**config.mk**
```make
export PLATFORM = sky130hd
export DESIGN_NAME = ray_sphere_intersect_seq
export DESIGN_NICKNAME = d
export VERILOG_FILES = /design/src/rtl/ray_sphere_intersect_seq.sv
export SDC_FILE = /design/constraint.sdc
export NUM_CORES = 1
export LEC_CHECK = 0
export ABC_AREA = 1
export BUFFER_PORTS_ARGS = -buffer_cell sky130_fd_sc_hd__buf_2
export CELL_PAD_IN_SITES_DETAIL_PLACEMENT = 1
export CELL_PAD_IN_SITES_GLOBAL_PLACEMENT = 2
export CORE_UTILIZATION = 37
export CTS_CLUSTER_DIAMETER = 200
export DETAILED_ROUTE_END_ITERATION = 10
export PLACE_DENSITY_LB_ADDON = 0.1
export SETUP_SLACK_MARGIN = 0.1
export SLEW_MARGIN = 30
export SYNTH_ARGS = -nofsm -noshare
export SYNTH_HDL_FRONTEND = slang
export SYNTH_SLANG_ARGS = --single-unit
```
**constraint.sdc**
```tcl
create_clock -name clk -period 11.8 [get_ports clk]
set_input_delay 2.36 -clock clk [delete_from_list [all_inputs] [get_ports clk]]
set_output_delay 2.36 -clock clk [all_outputs]
set_load 0.01 [all_outputs]
```
**src/rtl/ray_sphere_intersect_seq.sv**
```systemverilog
// ray_sphere_intersect_seq: nearest positive ray/sphere hit distance in Q8.4 using one shared multiplier and a bit-serial sqrt
module ray_sphere_intersect_seq #(
  parameter int WIDTH = 12,
  parameter int TAG_WIDTH = 4
) (
  input  logic                        clk,
  input  logic                        rst,
  input  logic                        inValid,
  output logic                        inReady,
  input  logic signed [WIDTH-1:0]     ox,
  input  logic signed [WIDTH-1:0]     oy,
  input  logic signed [WIDTH-1:0]     oz,
  input  logic signed [WIDTH-1:0]     dx,
  input  logic signed [WIDTH-1:0]     dy,
  input  logic signed [WIDTH-1:0]     dz,
  input  logic signed [WIDTH-1:0]     cx,
  input  logic signed [WIDTH-1:0]     cy,
  input  logic signed [WIDTH-1:0]     cz,
  input  logic signed [WIDTH-1:0]     radius,
  input  logic [TAG_WIDTH-1:0]        inTag,
  output logic                        outValid,
  input  logic                        outReady,
  output logic                        hit,
  output logic [WIDTH-1:0]            tHit,
  output logic [TAG_WIDTH-1:0]        outTag
);
  localparam int AW = 2*WIDTH+2;
  localparam int RW = WIDTH+4;
  localparam int SW = RW/2;
  localparam logic signed [WIDTH-1:0] W_MAX = {1'b0, {(WIDTH-1){1'b1}}};
  localparam logic signed [WIDTH-1:0] W_MIN = {1'b1, {(WIDTH-1){1'b0}}};
  localparam logic signed [AW-1:0] A_MAX = AW'(2**(WIDTH-1)-1);
  localparam logic signed [AW-1:0] A_MIN = AW'(-(2**(WIDTH-1)));
  localparam logic signed [WIDTH+1:0] T_MAX = (WIDTH+2)'(2**(WIDTH-1)-1);
  typedef enum logic [2:0] {IDLE, SUB, MAC, SQRT, SEL, DONE} state_t;
  state_t state, next;
  logic signed [WIDTH-1:0] o [3];
  logic signed [WIDTH-1:0] d [3];
  logic signed [WIDTH-1:0] c [3];
  logic signed [WIDTH-1:0] r;
  logic [TAG_WIDTH-1:0] tag;
  logic [2:0] cnt;
  logic [1:0] idx;
  logic signed [AW-1:0] b, acc, disc, prod_sh, dnext;
  logic signed [WIDTH-1:0] ma, mb, bsat, oc_sel, d_sel;
  logic signed [2*WIDTH-1:0] prod;
  logic [WIDTH-1:0] dclamp;
  logic [RW-1:0] rad, rem, rem_sh, trial;
  logic [SW-1:0] root;
  logic signed [WIDTH+1:0] nb, t0, t1, tsel;
  logic sel_hit;
  logic [WIDTH-1:0] t_sat;
  always_ff @(posedge clk)
    if (rst) state <= IDLE;
    else state <= next;
  always_comb begin
    next = state;
    case (state)
      IDLE: next = inValid ? SUB : IDLE;
      SUB:  next = MAC;
      MAC:  next = (cnt == 3'd7) ? SQRT : MAC;
      SQRT: next = (cnt == 3'(SW-1)) ? SEL : SQRT;
      SEL:  next = DONE;
      DONE: next = outReady ? IDLE : DONE;
      default: next = IDLE;
    endcase
  end
  assign inReady = (state == IDLE);
  // o holds o-c after SUB; multiplier operands walk b, |oc|^2, r^2, b^2 by cycle
  always_comb begin
    idx = (cnt < 3'd3) ? cnt[1:0] : 2'(cnt - 3'd3);
    oc_sel = (idx == 2'd0) ? o[0] : (idx == 2'd1) ? o[1] : o[2];
    d_sel = (idx == 2'd0) ? d[0] : (idx == 2'd1) ? d[1] : d[2];
    bsat = (b > A_MAX) ? W_MAX : (b < A_MIN) ? W_MIN : b[WIDTH-1:0];
    ma = (cnt < 3'd6) ? oc_sel : (cnt == 3'd6) ? r : bsat;
    mb = (cnt < 3'd3) ? d_sel : (cnt < 3'd6) ? oc_sel : (cnt == 3'd6) ? r : bsat;
    prod = ma * mb;
    prod_sh = $signed(AW'(prod)) >>> 4;
    dnext = prod_sh - acc;
    dclamp = dnext[AW-1] ? '0 : (dnext > A_MAX) ? W_MAX : dnext[WIDTH-1:0];
    rem_sh = {rem[RW-3:0], rad[RW-1:RW-2]};
    trial = {{(RW-SW-2){1'b0}}, root, 2'b01};
    nb = -(WIDTH+2)'(bsat);
    t0 = nb - $signed((WIDTH+2)'(root));
    t1 = nb + $signed((WIDTH+2)'(root));
    sel_hit = !disc[AW-1] && (t0 > 0 || t1 > 0);
    tsel = (t0 > 0) ? t0 : t1;
    t_sat = (tsel > T_MAX) ? W_MAX : tsel[WIDTH-1:0];
  end
  always_ff @(posedge clk) begin
    if (rst) begin
      for (int i = 0; i < 3; i++) begin
        o[i] <= '0;
        d[i] <= '0;
        c[i] <= '0;
      end
      r <= '0;
      tag <= '0;
      cnt <= '0;
      b <= '0;
      acc <= '0;
      disc <= '0;
      rad <= '0;
      rem <= '0;
      root <= '0;
      outValid <= 1'b0;
      hit <= 1'b0;
      tHit <= '0;
      outTag <= '0;
    end else begin
      case (state)
        IDLE: if (inValid) begin
          o[0] <= ox; o[1] <= oy; o[2] <= oz;
          d[0] <= dx; d[1] <= dy; d[2] <= dz;
          c[0] <= cx; c[1] <= cy; c[2] <= cz;
          r <= radius;
          tag <= inTag;
          cnt <= '0;
          b <= '0;
          acc <= '0;
        end
        SUB: for (int i = 0; i < 3; i++) o[i] <= o[i] - c[i];
        MAC: begin
          cnt <= cnt + 3'd1;
          if (cnt < 3'd3) b <= b + prod_sh;
          else if (cnt < 3'd6) acc <= acc + prod_sh;
          else if (cnt == 3'd6) acc <= acc - prod_sh;
          else begin
            disc <= dnext;
            rad <= {dclamp, 4'b0};
            rem <= '0;
            root <= '0;
          end
        end
        SQRT: begin
          cnt <= cnt + 3'd1;
          rad <= rad << 2;
          rem <= (rem_sh >= trial) ? rem_sh - trial : rem_sh;
          root <= {root[SW-2:0], rem_sh >= trial};
        end
        SEL: begin
          hit <= sel_hit;
          tHit <= sel_hit ? t_sat : '0;
          outTag <= tag;
          outValid <= 1'b1;
        end
        DONE: if (outReady) outValid <= 1'b0;
        default: ;
      endcase
    end
  end
endmodule
```
Yosys cells after proc, flatten, opt, wreduce, memory -nomap -nowiden
Memories as Yosys holds them, arrays and structs flattened.
Cells that the tools add are included.
- memories: 3
- register bits: 156
- bits of input ports: 128
- RAM bits: 108
- output and inout port bits: 19
- logic and storage cells: 152
- bitwise logic cells: 15
- mux-type cells: 65
- add/sub/neg operators: 13
- multipliers: 1
- reductions and logical operators: 17
- equality and inequality tests: 15
- magnitude comparators: 9
- memory list (name ; words ; width ; rd ports ; clocked after Yosys merged registers in ; write ports ; RTL line ; RTL):
    c ; 3 ; 12 ; 3 ; 0 ; 3 ; 39 ; logic signed [WIDTH-1:0] c [3];
    d ; 3 ; 12 ; 3 ; 0 ; 3 ; 38 ; logic signed [WIDTH-1:0] d [3];
    o ; 3 ; 12 ; 3 ; 0 ; 3 ; 37 ; logic signed [WIDTH-1:0] o [3];
- operators by type and width (cell ; number):
    $mux 12 ; 25
    $mux 26 ; 5
    $pmux 26 s2 ; 2
    $mux 14 ; 5
    $add 26x20->26 ; 2
    $gt 26x12->1 const B ; 2
    $mux 16 ; 3
    $sub 12x12->12 ; 3
    $pmux 16 s2 ; 1
    $gt 14x1->1 const B ; 2
    $pmux 14 s2 ; 1
    $lt 26x12->1 const B ; 1
    $sub 20x26->26 ; 1
    $sub 26x20->26 ; 1
    $mul 12x12->24 ; 1
    $mux 8 ; 3
    $pmux 3 s6 ; 1
    $ge 16x10->1 ; 1
    $pmux 8 s2 ; 1
    $add 14x9->14 ; 1
    $gt 14x12->1 const B ; 1
    $neg 12->14 ; 1
    $sub 14x10->14 ; 1
    $sub 14x9->14 ; 1
    27 further kinds ; 69

Logic depth before layout (Yosys ltp)
Gate-level depths: netlist of run 1.
- depth after elaboration: 16
- mapped depth: 54
- mapped depth without buffers: 53

Worst setup path before layout of run 1
No wires, ideal clock.
- path kind: reg2reg
- start point: register cnt[0]
- end point: register acc[24]
- period minus slack after synthesis: 8465 ps
- buffers on the path: 1
- setup slack: 3335 ps
- data required time: 11668 ps
- data arrival time: 8332 ps
- setup time: 132 ps
- stages on the path, launching flop included: 48
- cells stage by stage: dfxtp_1 -> inv_1 -> ha_1 -> a21oi_4 -> inv_2 -> nand2_2 -> inv_2 -> clkbuf_1 -> nand2_1 -> nand2_1 -> nand2_1 -> nand2_1 -> nand2_1 -> clkinv_1 -> nand2_1 -> fa_1 -> fa_1 -> fa_1 -> [... 12 more ...] -> nand4_1 -> o31ai_1 -> xor2_1 -> inv_1 -> ha_1 -> nand2_1 -> nor4_1 -> nand4_1 -> nand3_1 -> nand3_1 -> nand2_1 -> nand3_1 -> nand2_1 -> a31oi_1 -> inv_1 -> a21oi_1 -> o21ai_0 -> a21oi_1
- longest elaborated chain between the ends: 13
- elaborated cells on any way between the ends: 24
- classes of those cells: add/sub: 3; mul: 1; order compare: 2; eq/ne: 4; mux: 12; reduce/logical: 2
- RTL lines (what ; RTL line ; RTL):
    start, declared ; 42 ; logic [2:0] cnt;
    start signal, assigned ; 124 ; cnt <= cnt + 3'd1;
    start signal, assigned ; 136 ; cnt <= cnt + 3'd1;
    $lt 3x2->1 or $sub 2x2->2 (tied branches) ; 71, 76, 125 ;
    $mux 2 ; 71 ; idx = (cnt < 3'd3) ? cnt[1:0] : 2'(cnt - 3'd3);
    $eq 2x1->1 ; 72, 73 ;
    $mux 12 (2 in a row) ; 72 ; oc_sel = (idx == 2'd0) ? o[0] : (idx == 2'd1) ? o[1] : o[2];
    $mux 12 ; 75, 76 ;
    $mux 12 ; 76 ; mb = (cnt < 3'd3) ? d_sel : (cnt < 3'd6) ? oc_sel : (cnt == 3'd6) ? r : bsat;
    $mul 12x12->24 ; 77 ; prod = ma * mb;
    $sub 26x20->26 ; 127 ; else if (cnt == 3'd6) acc <= acc - prod_sh;
    $mux 26 ; 127 ;
    $mux 26 ; 126 ; else if (cnt < 3'd6) acc <= acc + prod_sh;
    $mux 26 ; 125 ; if (cnt < 3'd3) b <= b + prod_sh;
    $pmux 26 s2 ; 111 ; case (state)
    end signal, assigned ; 126 ;
    end signal, assigned ; 127 ;
    end, declared ; 44 ; logic signed [AW-1:0] b, acc, disc, prod_sh, dnext;
Several ways; a longest one is shown, not always the timed one. The select of a mux whose other input is x is not followed.
A chain may end at the register's enable or synchronous reset.

Worst setup path after layout of run 1
- start point: register cnt[2]
- end point: register acc[24]
- longest elaborated chain between the ends: 13
- elaborated cells on any way between the ends: 23
- classes of those cells: add/sub: 2; mul: 1; order compare: 2; eq/ne: 4; mux: 12; reduce/logical: 2
- RTL lines (what ; RTL line):
    $lt 3x2->1 ; 71, 76, 125
    $mux 2 ; 71
    $eq 2x1->1 ; 72, 73
    $mux 12 (2 in a row) ; 72
    $mux 12 ; 75, 76
    $mux 12 ; 76
    $mul 12x12->24 ; 77
    $sub 26x20->26 ; 127
    $mux 26 ; 127
    $mux 26 ; 126
    $mux 26 ; 125
    $pmux 26 s2 ; 111
Several ways; a longest one is shown, not always the timed one. The select of a mux whose other input is x is not followed.

==> results.md, run 1 <==
* Net count, final at 3,735
* Critical Path AT at 11.32 ns
* Footprint of the multi-input gates at 14,600 sq um
* Vias per Instance at 5.18
* Post-route cell area at 25,500 sq um
* Critical path class: flip-flop to flip-flop
* Pin count of the biggest net entering global routing at 82
* Critical Path Fanout Max at 12
* Fin. max-slew vios at 0
* Clock Latency Late Sink at 0.64 ns
* EDFF count, synth at 108
* Final ANT Viol Nets at 0
* Worst Hold Class: flip-flop to flip-flop
* Final Hold Viols at 0
* Worst slew margin at 32.4%
* Period utilization at 91.7%
* Drt pass-1 iters at 5
* Vias in the first global route at 22,180
* Status: finished clean
* R2r startpoint: cnt[2]
* GR Util All Layers at 25.7%
* Routed wire length at 80.4 mm
* Mean Syn Cell Area at 7.30 sq um
* Clk slew on worst S/H paths at 0.06 ns
* Final setup fails at 0
* Register bit total from synthesis at 235
* Post-Place Cells at 4,023
* CTS Sinks at 235
* Filler cells at 7,713
* Root Buffer: clkbuf_16
* Core footprint at 60,800 sq um
* Ports at 147
* Number of buffers created by CTS at 30
* Port-buffer cells at 146
* Synthesized cell area at 22,900 sq um
* Hold endpoint: outTag[3]
* Achievable Freq at 92.4 MHz
* Setup_tns at 0 ns
* Area growth, synth to finish at 11.4%
* Storage cell area at 5790 sq um
* Slowest CP cell: xnor2_1
* Reg2Reg Depth at 47
* GPL Wtd Cong at 0.924
* Post-synth cell types at 58
* Clock Skews at 0.0631 ns
* Hold Path Origin: tag[3]
* Largest stage delay, worst path at 0.80 ns
* Crit end category: flip-flop
* Syn. warnings at 0
* Global-route wire length before repair at 126 mm
* H-tree levels at 1
* Via count at 21,146
* Post-cts sizing count at 0
* Number of hold buffers added after cts at 0
* Crit-path leading delay family: simple AND/OR/NAND/NOR gates
* Die height at 251 microns
* Initial antenna violation count at 5
* Worst-Margin Slew at 1.01 ns
* Syn_nets at 3,602
* R2R Path End: acc[24]
* Area post-placement at 24,600 sq um
* Critical Path Start: cnt[2]
* Most used DFF post-synth: dfxtp_1
* Cell depth of the worst hold path at 2
* Place WS at 0.980 ns
* Iter 0 DRT Violations at 1,083
* RSZ-0062 raised after global routing: false
* Die Width at 251 microns
* Post-route DRC at 0
* Initial core utilization at 37.7%
* DR WL/cell at 19.7 microns
* FF-to-FF setup slack at 0.98 ns
* Setup WS post-layout at 0.979 ns
* MaxCap Viol Count at 0
* CP bufs+invs at 8
* Postcts setup bufs at 0
* Asr flop ratio synth at 0%
* Startpoint types: flip-flop
* CTS Buffer Depth at 3
* Layout cell share with drive strength beyond 1 at 9.10%
* Placed wire-length estimate at 65.5 mm
* Row count at 90
* Seq/Total Area, Yosys at 25.2%
* CTS tree: done
* Non-Filler Instances at 4,080
* Post-Synthesis Cells at 3,140
* CP required at 12.30 ns
* Die Area at 63,000 sq um
* Worst path most repeated cell: nand2_1
* Min cycle time layout at 10.82 ns
* Total congestion overflow at 0
## placed cells by master (no fill, tap or decap), types with 17 or more instances in the layout
cell type,n
inv_1,583
buf_2,145
nand3_1,132
nor3_1,17
ha_1,187
a21oi_1,311
dfxtp_1,127
buf_4,23
xor2_1,73
nor2_1,288
nand2_1,643
clkbuf_16,30
edfxtp_1,108
o21ai_0,161
xnor2_1,31
fa_1,147
nand4_1,26
or2_2,20
o31ai_1,18
## cells by family (layout without fill, tap and decap cells)
logic type | count (synthesis) | in the layout | share of synthesized area, %
flops | 235 | 235 | 25.2
compound gates | 613 | 613 | 15.1
xor+xnor | 104 | 104 | 3.97
other cells | 0 | 1 | 0
fa+ha+maj | 334 | 334 | 23.0
simple gates | 1180 | 1180 | 21.5
buf+inv | 674 | 831 | 11.2
## worst reg2reg max path, delay by kind of cell (launching register included)
kind	cells	cell delay [ns]
buffers and inverters	8	1.24
DFF	1	0.39
adders and majority gates	7	3.29
AOI/OAI and AO/OA	7	1.10
xor gates and xnor gates	2	0.94
and+or+nand+nor	23	3.70
## synthesized netlist by cell type, types with 9 or more instances
| cell type | instances | area [sq um] |
|---|---|---|
| o22ai_1 | 11 | 68.8 |
| nor2_1 | 288 | 1080 |
| xnor2_1 | 31 | 272 |
| o21ai_0 | 161 | 806 |
| clkbuf_1 | 50 | 188 |
| o21ai_1 | 10 | 50.1 |
| a21oi_1 | 311 | 1560 |
| ha_1 | 187 | 2340 |
| inv_1 | 583 | 2190 |
| fa_1 | 147 | 2940 |
| nand2_2 | 13 | 81.3 |
| nor3_1 | 17 | 85.1 |
| inv_2 | 14 | 52.6 |
| nand4_1 | 26 | 163 |
| o211ai_1 | 15 | 113 |
| o21bai_1 | 11 | 82.6 |
| o31ai_1 | 18 | 135 |
| or2_2 | 20 | 125 |
| a21o_1 | 9 | 67.6 |
| edfxtp_1 | 108 | 3240 |
| nand2_1 | 645 | 2420 |
| a32o_1 | 9 | 90.1 |
| nand3_1 | 133 | 666 |
| dfxtp_1 | 127 | 2540 |
| xor2_1 | 73 | 639 |
| a31oi_1 | 9 | 56.3 |
| clkinv_1 | 10 | 37.5 |
## metal layers
layer  part of all wire, %  global-route usage (%)
met3                   4.3                    3.39
met1                    46                    34.0
met2                    47                    43.7
met5                 0.034                       0
met4                   3.0                    7.47
## cell type report
cell class / instances / area share (%)
Tap cell: 782 / 3.83
Clock inverter: 22 / 0.701
Sequential cell: 235 / 22.7
Timing Repair Buffer: 168 / 3.52
Multi-Input combinational cell: 2231 / 57.2
Inverter: 607 / 8.92
Clock buffer: 34 / 3.12
Antenna cell: 1 / 0.00980
## worst max-delay path by stage
| stage | endpoint | slack, ns | cells after the start |
|---|---|---|---|
| after detailed placement | acc[24] | 0.98 | 46 |
| after floorplan | acc[24] | 3.34 | 47 |
| after CTS | acc[24] | 0.96 | 46 |
| after global routing | acc[24] | 0.21 | 50 |
| after global placement | acc[24] | 1.09 | 46 |
| final | acc[24] | 0.98 | 47 |
## flip-flops by register name, indices dropped and copies added (netlist names), 14 cells and up
signal	cells
acc	26
b	26
c	36
d	36
o	36
rem	14
## metrics by stage
step,hold slack (ns),utilization (%)
floorplan,0.425,-
global placement,0.428,40.4
detailed placement,0.446,40.4
CTS,0.453,42.0
global route,0.476,42.0
finish,0.452,42.0
Power of run 1 is left out: the tool's default activity adds up to more than one toggle a clock period on the data nets, which glitch-free logic cannot reach.
==> inputs of run 2 (changes only) <==
--- a/config.mk
+++ b/config.mk
@@ -12,9 +12,10 @@
 export CORE_UTILIZATION = 37
 export CTS_CLUSTER_DIAMETER = 200
 export DETAILED_ROUTE_END_ITERATION = 10
+export GPL_TIMING_DRIVEN = 0
 export PLACE_DENSITY_LB_ADDON = 0.1
 export SETUP_SLACK_MARGIN = 0.1
-export SLEW_MARGIN = 30
+export SLEW_MARGIN = 20
 export SYNTH_ARGS = -nofsm -noshare
 export SYNTH_HDL_FRONTEND = slang
 export SYNTH_SLANG_ARGS = --single-unit
==> run 2 against run 1 <==
Net effect: routed wire length shrank 1.2%; worst setup slack worse by 0.030 ns; highest routed layer unchanged; count of clock-buffer cells in the layout up 1; clock skew fell by 0.045 ns; register-to-register slack lost 0.03 ns; maximum frequency down 0.28%; first-iteration DRC count decreased by 12%; non-clock buffer count rose by 48; global-route usage shrank 0.25 points; critical path depth rose by 1.
==> results.md, run 2 (synthesis gave the netlist of run 1 again) <==
* Via count at 21,274 (was 21,146)
* Crit end category: flip-flop (unchanged)
* Pin count of the biggest net entering global routing at 55 (was 82)
* Clk slew on worst S/H paths at 0.06 ns (about the same)
* Setup_tns at 0 ns (unchanged)
* Root Buffer: clkbuf_16 (unchanged)
* Initial antenna violation count at 1 (was 5)
* Critical path class: flip-flop to flip-flop (unchanged)
* Post-route DRC at 0 (unchanged)
* Worst Hold Class: flip-flop to flip-flop (unchanged)
* Area growth, synth to finish at 12.7% (was 11.4%)
* Ports at 147 (unchanged)
* Vias in the first global route at 22,707 (was 22,180)
* Placed wire-length estimate at 66.3 mm (was 65.5 mm)
* Reg2Reg Depth at 48 (was 47)
* MaxCap Viol Count at 0 (unchanged)
* Status: finished clean (unchanged)
* Slowest CP cell: fa_1 (was xnor2_1)
* Row count at 90 (unchanged)
* Largest stage delay, worst path at 0.56 ns (was 0.80 ns)
* Largest registers: c x36, d x36, o x36 (unchanged)
* Commonest cells after routing, fill and taps aside: nand2_1 (643), inv_1 (583), a21oi_1 (311), nor2_1 (288), ha_1 (187) (unchanged)
* Clock Latency Late Sink at 0.60 ns (was 0.64 ns)
* Worst-Margin Slew at 1.16 ns (was 1.01 ns)
* Most common cell after layout, fill and taps aside: nand2_1 (unchanged)
* Net count, final at 3,784 (was 3,735)
* CP bufs+invs at 10 (was 8)
* Number of buffers created by CTS at 31 (was 30)
* Core footprint at 60,800 sq um (unchanged)
* Fin. max-slew vios at 0 (unchanged)
* Layout cell share with drive strength beyond 1 at 8.97% (was 9.10%)
* CTS Sinks at 235 (unchanged)
* Worst slew margin at 22.3% (was 32.4%)
* Total congestion overflow at 0 (unchanged)
* Initial core utilization at 37.7% (unchanged)
* Final ANT Viol Nets at 0 (unchanged)
* Startpoint types: flip-flop (unchanged)
* Hold endpoint: outTag[3] (unchanged)
* CP required at 12.24 ns (was 12.30 ns)
* DR WL/cell at 19.2 microns (was 19.7 microns)
* Final Hold Viols at 0 (unchanged)
* Critical Path Fanout Max at 10 (was 12)
* Final setup fails at 0 (unchanged)
* Cell depth of the worst hold path at 2 (unchanged)
* Global-route wire length before repair at 126 mm (about the same)
* Worst path most repeated cell: nand2_1 (unchanged)
* Die Width at 251 microns (unchanged)
* GPL Wtd Cong at 0.884 (was 0.924)
* Filler cells at 7,751 (was 7,713)
* H-tree levels at 1 (unchanged)
* Number of hold buffers added after cts at 0 (unchanged)
* Post-cts sizing count at 0 (unchanged)
* Critical Path AT at 11.30 ns (was 11.32 ns)
* Ant diodes at 0 (was 1)
* R2r startpoint: cnt[0] (was cnt[2])
* Routed wire length at 79.4 mm (was 80.4 mm)
* Vias per Instance at 5.15 (was 5.18)
* Postcts setup bufs at 0 (unchanged)
* Achievable Freq at 92.2 MHz (was 92.4 MHz)
* Die Area at 63,000 sq um (unchanged)
* Iter 0 DRT Violations at 948 (was 1,083)
* Die height at 251 microns (unchanged)
* Min cycle time layout at 10.85 ns (was 10.82 ns)
* RSZ-0062 raised after global routing: false (unchanged)
* Port-buffer cells at 146 (unchanged)
* Hold Path Origin: tag[3] (unchanged)
* Crit-path leading delay family: adder cells (was simple AND/OR/NAND/NOR gates)
* Clock Skews at 0.0181 ns (was 0.0631 ns)
* Period utilization at 92.0% (was 91.7%)
* CTS tree: done (unchanged)
* GR Util All Layers at 25.4% (was 25.7%)
* R2R Path End: acc[24] (unchanged)
* CTS Buffer Depth at 3 (unchanged)
* FF-to-FF setup slack at 0.95 ns (was 0.98 ns)
* Drt pass-1 iters at 5 (unchanged)
run 2: final cells by class:
type | count | area (sq um) | share of cell area (%)
buffer | 67 | 292 | 1.13
clock buffer | 35 | 811 | 3.14
clock inverter | 22 | 265 | 1.03
inverter | 607 | 2280 | 8.83
multi-input combinational | 2231 | 14600 | 56.6
sequential | 235 | 5790 | 22.4
tap | 782 | 978 | 3.79
timing repair buffer | 149 | 790 | 3.06
run 2: how the worst max path moves through the flow:
stage,from,cells after the start,slack [ns],endpoint
2_1_floorplan,cnt[0],47,3.34,acc[24]
3_3_place_gp,cnt[2],49,0.70,acc[24]
3_5_place_dp,cnt[2],50,0.57,acc[24]
4_1_cts,cnt[2],47,0.51,acc[24]
5_1_grt,cnt[0],48,0.12,acc[24]
6_report,cnt[0],48,0.95,acc[24]
run 2: per-layer routing:
metal  wire length (microns)  up-vias  track usage, %
met5                       9        -               0
met1                   37600    10338            34.2
met4                    1860        2            6.03
met2                   37500      370            44.0
li1                        -    10467               -
met3                    2400       97            2.15
run 2: worst min-delay path: cells and delay by family, from the launching register on:
family | cells | cell delay [ns]
buf+inv | 1 | 0.05
compound gates | 1 | 0.05
flops | 1 | 0.30
run 2: stage by stage:
stage	cells	util, %	setup WS, ns	instance area, sq um	hold slack [ns]
final	4128	42.5	0.948	25800	0.449
after global routing	4128	42.5	0.116	25800	0.482
after CTS	4128	42.4	0.509	25800	0.453
after detailed placement	4071	40.6	0.565	24700	0.442
after global placement	4068	40.5	0.695	24600	0.434
after floorplan	3140	-	3.34	22900	0.425
Power of run 2 is left out for the same reason.
==> inputs of run 3 (changes only) <==
--- a/config.mk
+++ b/config.mk
@@ -9,11 +9,12 @@
 export BUFFER_PORTS_ARGS = -buffer_cell sky130_fd_sc_hd__buf_2
 export CELL_PAD_IN_SITES_DETAIL_PLACEMENT = 1
 export CELL_PAD_IN_SITES_GLOBAL_PLACEMENT = 2
+export CORE_MARGIN = 8
 export CORE_UTILIZATION = 37
 export CTS_CLUSTER_DIAMETER = 200
 export DETAILED_ROUTE_END_ITERATION = 10
 export GPL_TIMING_DRIVEN = 0
-export PLACE_DENSITY_LB_ADDON = 0.1
+export PLACE_DENSITY = 0.81
 export SETUP_SLACK_MARGIN = 0.1
 export SLEW_MARGIN = 20
 export SYNTH_ARGS = -nofsm -noshare
==> run 3 against run 2 <==
Net effect: sequential share of layout area up 0.094 points; critical endpoint unchanged; maximum frequency down 0.19%; final cell count up 0.17%; non-clock buffer count down 2; first-iteration DRC count up 4.6%; highest routed layer is now met4; core utilization down 0.64 points; sequential cell count unchanged; count of clock-buffer cells in the layout up 10; global-route usage down 2.8 points; cell area down 0.42%; critical path depth down 1; die area up 11%.
==> results.md, run 3 (synthesis gave the netlist of run 1 again) <==
* Initial antenna violation count at 1 (unchanged)
* Die Width at 265 microns (was 251 microns)
* Die Area at 70,200 sq um (was 63,000 sq um)
* Critical Path Fanout Max at 10 (unchanged)
* Ports at 147 (unchanged)
* Clock Skews at 0.0279 ns (was 0.0181 ns)
* Slowest CP cell: fa_1 (unchanged)
* Status: finished clean (unchanged)
* Commonest cells after routing, fill and taps aside: nand2_1 (643), inv_1 (583), a21oi_1 (311), nor2_1 (288), ha_1 (187) (unchanged)
* Final Hold Viols at 0 (unchanged)
* Critical path class: flip-flop to flip-flop (unchanged)
* Clk slew on worst S/H paths at 0.06 ns (about the same)
* Final ANT Viol Nets at 0 (unchanged)
* Area post-placement at 24,700 sq um (about the same)
* Worst path most repeated cell: nand2_1 (unchanged)
* Worst slew margin at 21.1% (was 22.3%)
* Via count at 21,376 (was 21,274)
* Largest registers: c x36, d x36, o x36 (unchanged)
* Vias per Instance at 5.17 (was 5.15)
* Postcts setup bufs at 0 (unchanged)
* CTS tree: done (unchanged)
* FF-to-FF setup slack at 0.93 ns (was 0.95 ns)
* Placed wire-length estimate at 66.5 mm (was 66.3 mm)
* Core footprint at 61,500 sq um (was 60,800 sq um)
* CTS Buffer Depth at 3 (unchanged)
* Critical Path AT at 11.26 ns (was 11.30 ns)
* Port-buffer cells at 146 (unchanged)
* Crit end category: flip-flop (unchanged)
* Net count, final at 3,785 (was 3,784)
* Filler cells at 7,814 (was 7,751)
* MaxCap Viol Count at 0 (unchanged)
* DR WL/cell at 19.5 microns (was 19.2 microns)
* Footprint of the multi-input gates at 14,600 sq um (about the same)
* Fin. max-slew vios at 0 (unchanged)
* Number of buffers created by CTS at 34 (was 31)
* Global-route wire length before repair at 128 mm (was 126 mm)
* Row count at 91 (was 90)
* Worst Hold Class: flip-flop to flip-flop (unchanged)
* Final setup fails at 0 (unchanged)
* Startpoint types: flip-flop (unchanged)
* CTS Sinks at 235 (unchanged)
* Worst-Margin Slew at 1.18 ns (was 1.16 ns)
* Pin count of the biggest net entering global routing at 47 (was 55)
* Iter 0 DRT Violations at 992 (was 948)
* Ant diodes at 0 (unchanged)
* Routed wire length at 80.6 mm (was 79.4 mm)
* Vias in the first global route at 23,184 (was 22,707)
* CP required at 12.19 ns (was 12.24 ns)
* Total congestion overflow at 0 (unchanged)
* Min cycle time layout at 10.87 ns (was 10.85 ns)
* Area growth, synth to finish at 12.2% (was 12.7%)
* Period utilization at 92.1% (was 92.0%)
* Root Buffer: clkbuf_16 (unchanged)
* Post-route cell area at 25,700 sq um (was 25,800 sq um)
* RSZ-0062 raised after global routing: false (unchanged)
* Reg2Reg Depth at 47 (was 48)
* Clock Latency Late Sink at 0.56 ns (was 0.60 ns)
* GR Util All Layers at 22.6% (was 25.4%)
* GPL Wtd Cong at 0.913 (was 0.884)
* Achievable Freq at 92.0 MHz (was 92.2 MHz)
* Die height at 265 microns (was 251 microns)
* Cell depth of the worst hold path at 2 (unchanged)
* H-tree levels at 2 (was 1)
* Post-route DRC at 0 (unchanged)
* Setup_tns at 0 ns (unchanged)
* Largest stage delay, worst path at 0.54 ns (was 0.56 ns)
* Layout cell share with drive strength beyond 1 at 8.64% (was 8.97%)
* Drt pass-1 iters at 5 (unchanged)
* Most common cell after layout, fill and taps aside: nand2_1 (unchanged)
* Initial core utilization at 37.3% (was 37.7%)
* Storage cell area at 5790 sq um (unchanged)
run 3: changes by cell type in the layout (fill, tap and decap cells not counted), moves of 2 or more:
cell	before	now
bufinv_16	5	1
clkbuf_1	51	57
clkbuf_16	31	34
clkbuf_2	1	3
clkinv_2	9	4
clkinvlp_4	4	1
inv_6	1	4
xor2_1	70	72
xor2_2	3	1
run 3: final cells by class:
class                           instances  share of cell area (%)
Sequential cell                       235                    22.5
Multi-Input combinational cell       2231                    56.8
Clock inverter                         13                   0.452
Buffer                                 67                    1.14
Timing Repair Buffer                  147                    2.92
Clock buffer                           45                    3.51
Inverter                              607                    8.85
Tap cell                              790                    3.84
run 3: path summary, 6_finish.rpt:
path,end,from
worst min register to register,tHit[11],tHit[11]
worst min-delay path,tHit[11],tHit[11]
worst max-delay path,acc[24],cnt[2]
worst max register to register,acc[24],cnt[2]
run 3: repair_timing:
item | 4_1_cts | 5_1_grt
gates resized for setup | 0 | 8
hold buffers | 0 | 0
endpoints found under the setup margin | 0 | 13
run 3: critical path, delay by kind of cell, from the launching register on:
kind | cells | cell delay, ns
simple gates | 21 | 4.13
xor+xnor | 2 | 0.49
compound gates | 9 | 1.68
buf+inv | 8 | 0.88
flops | 1 | 0.49
fa+ha+maj | 7 | 3.04
run 3: metal layers:
layer / wire, microns / global-route usage, % / vias to the layer above
li1: - / - / 10465
met1: 37300 / 29.5 / 10420
met2: 38600 / 39.8 / 387
met3: 2710 / 2.47 / 104
met4: 1950 / 5.72 / 0
met5: 0 / 0 / -
run 3: stage by stage:
step | hold WS, ns | utilization (%) | setup WS (ns) | instances
after floorplan | 0.425 | - | 3.34 | 3140
after global placement | 0.434 | 40.1 | 0.711 | 4076
after detailed placement | 0.446 | 40.2 | 0.512 | 4077
after CTS | 0.456 | 41.8 | 0.486 | 4135
after global routing | 0.479 | 41.9 | 0.106 | 4135
final | 0.450 | 41.9 | 0.927 | 4135
Power of run 3 is left out for the same reason.
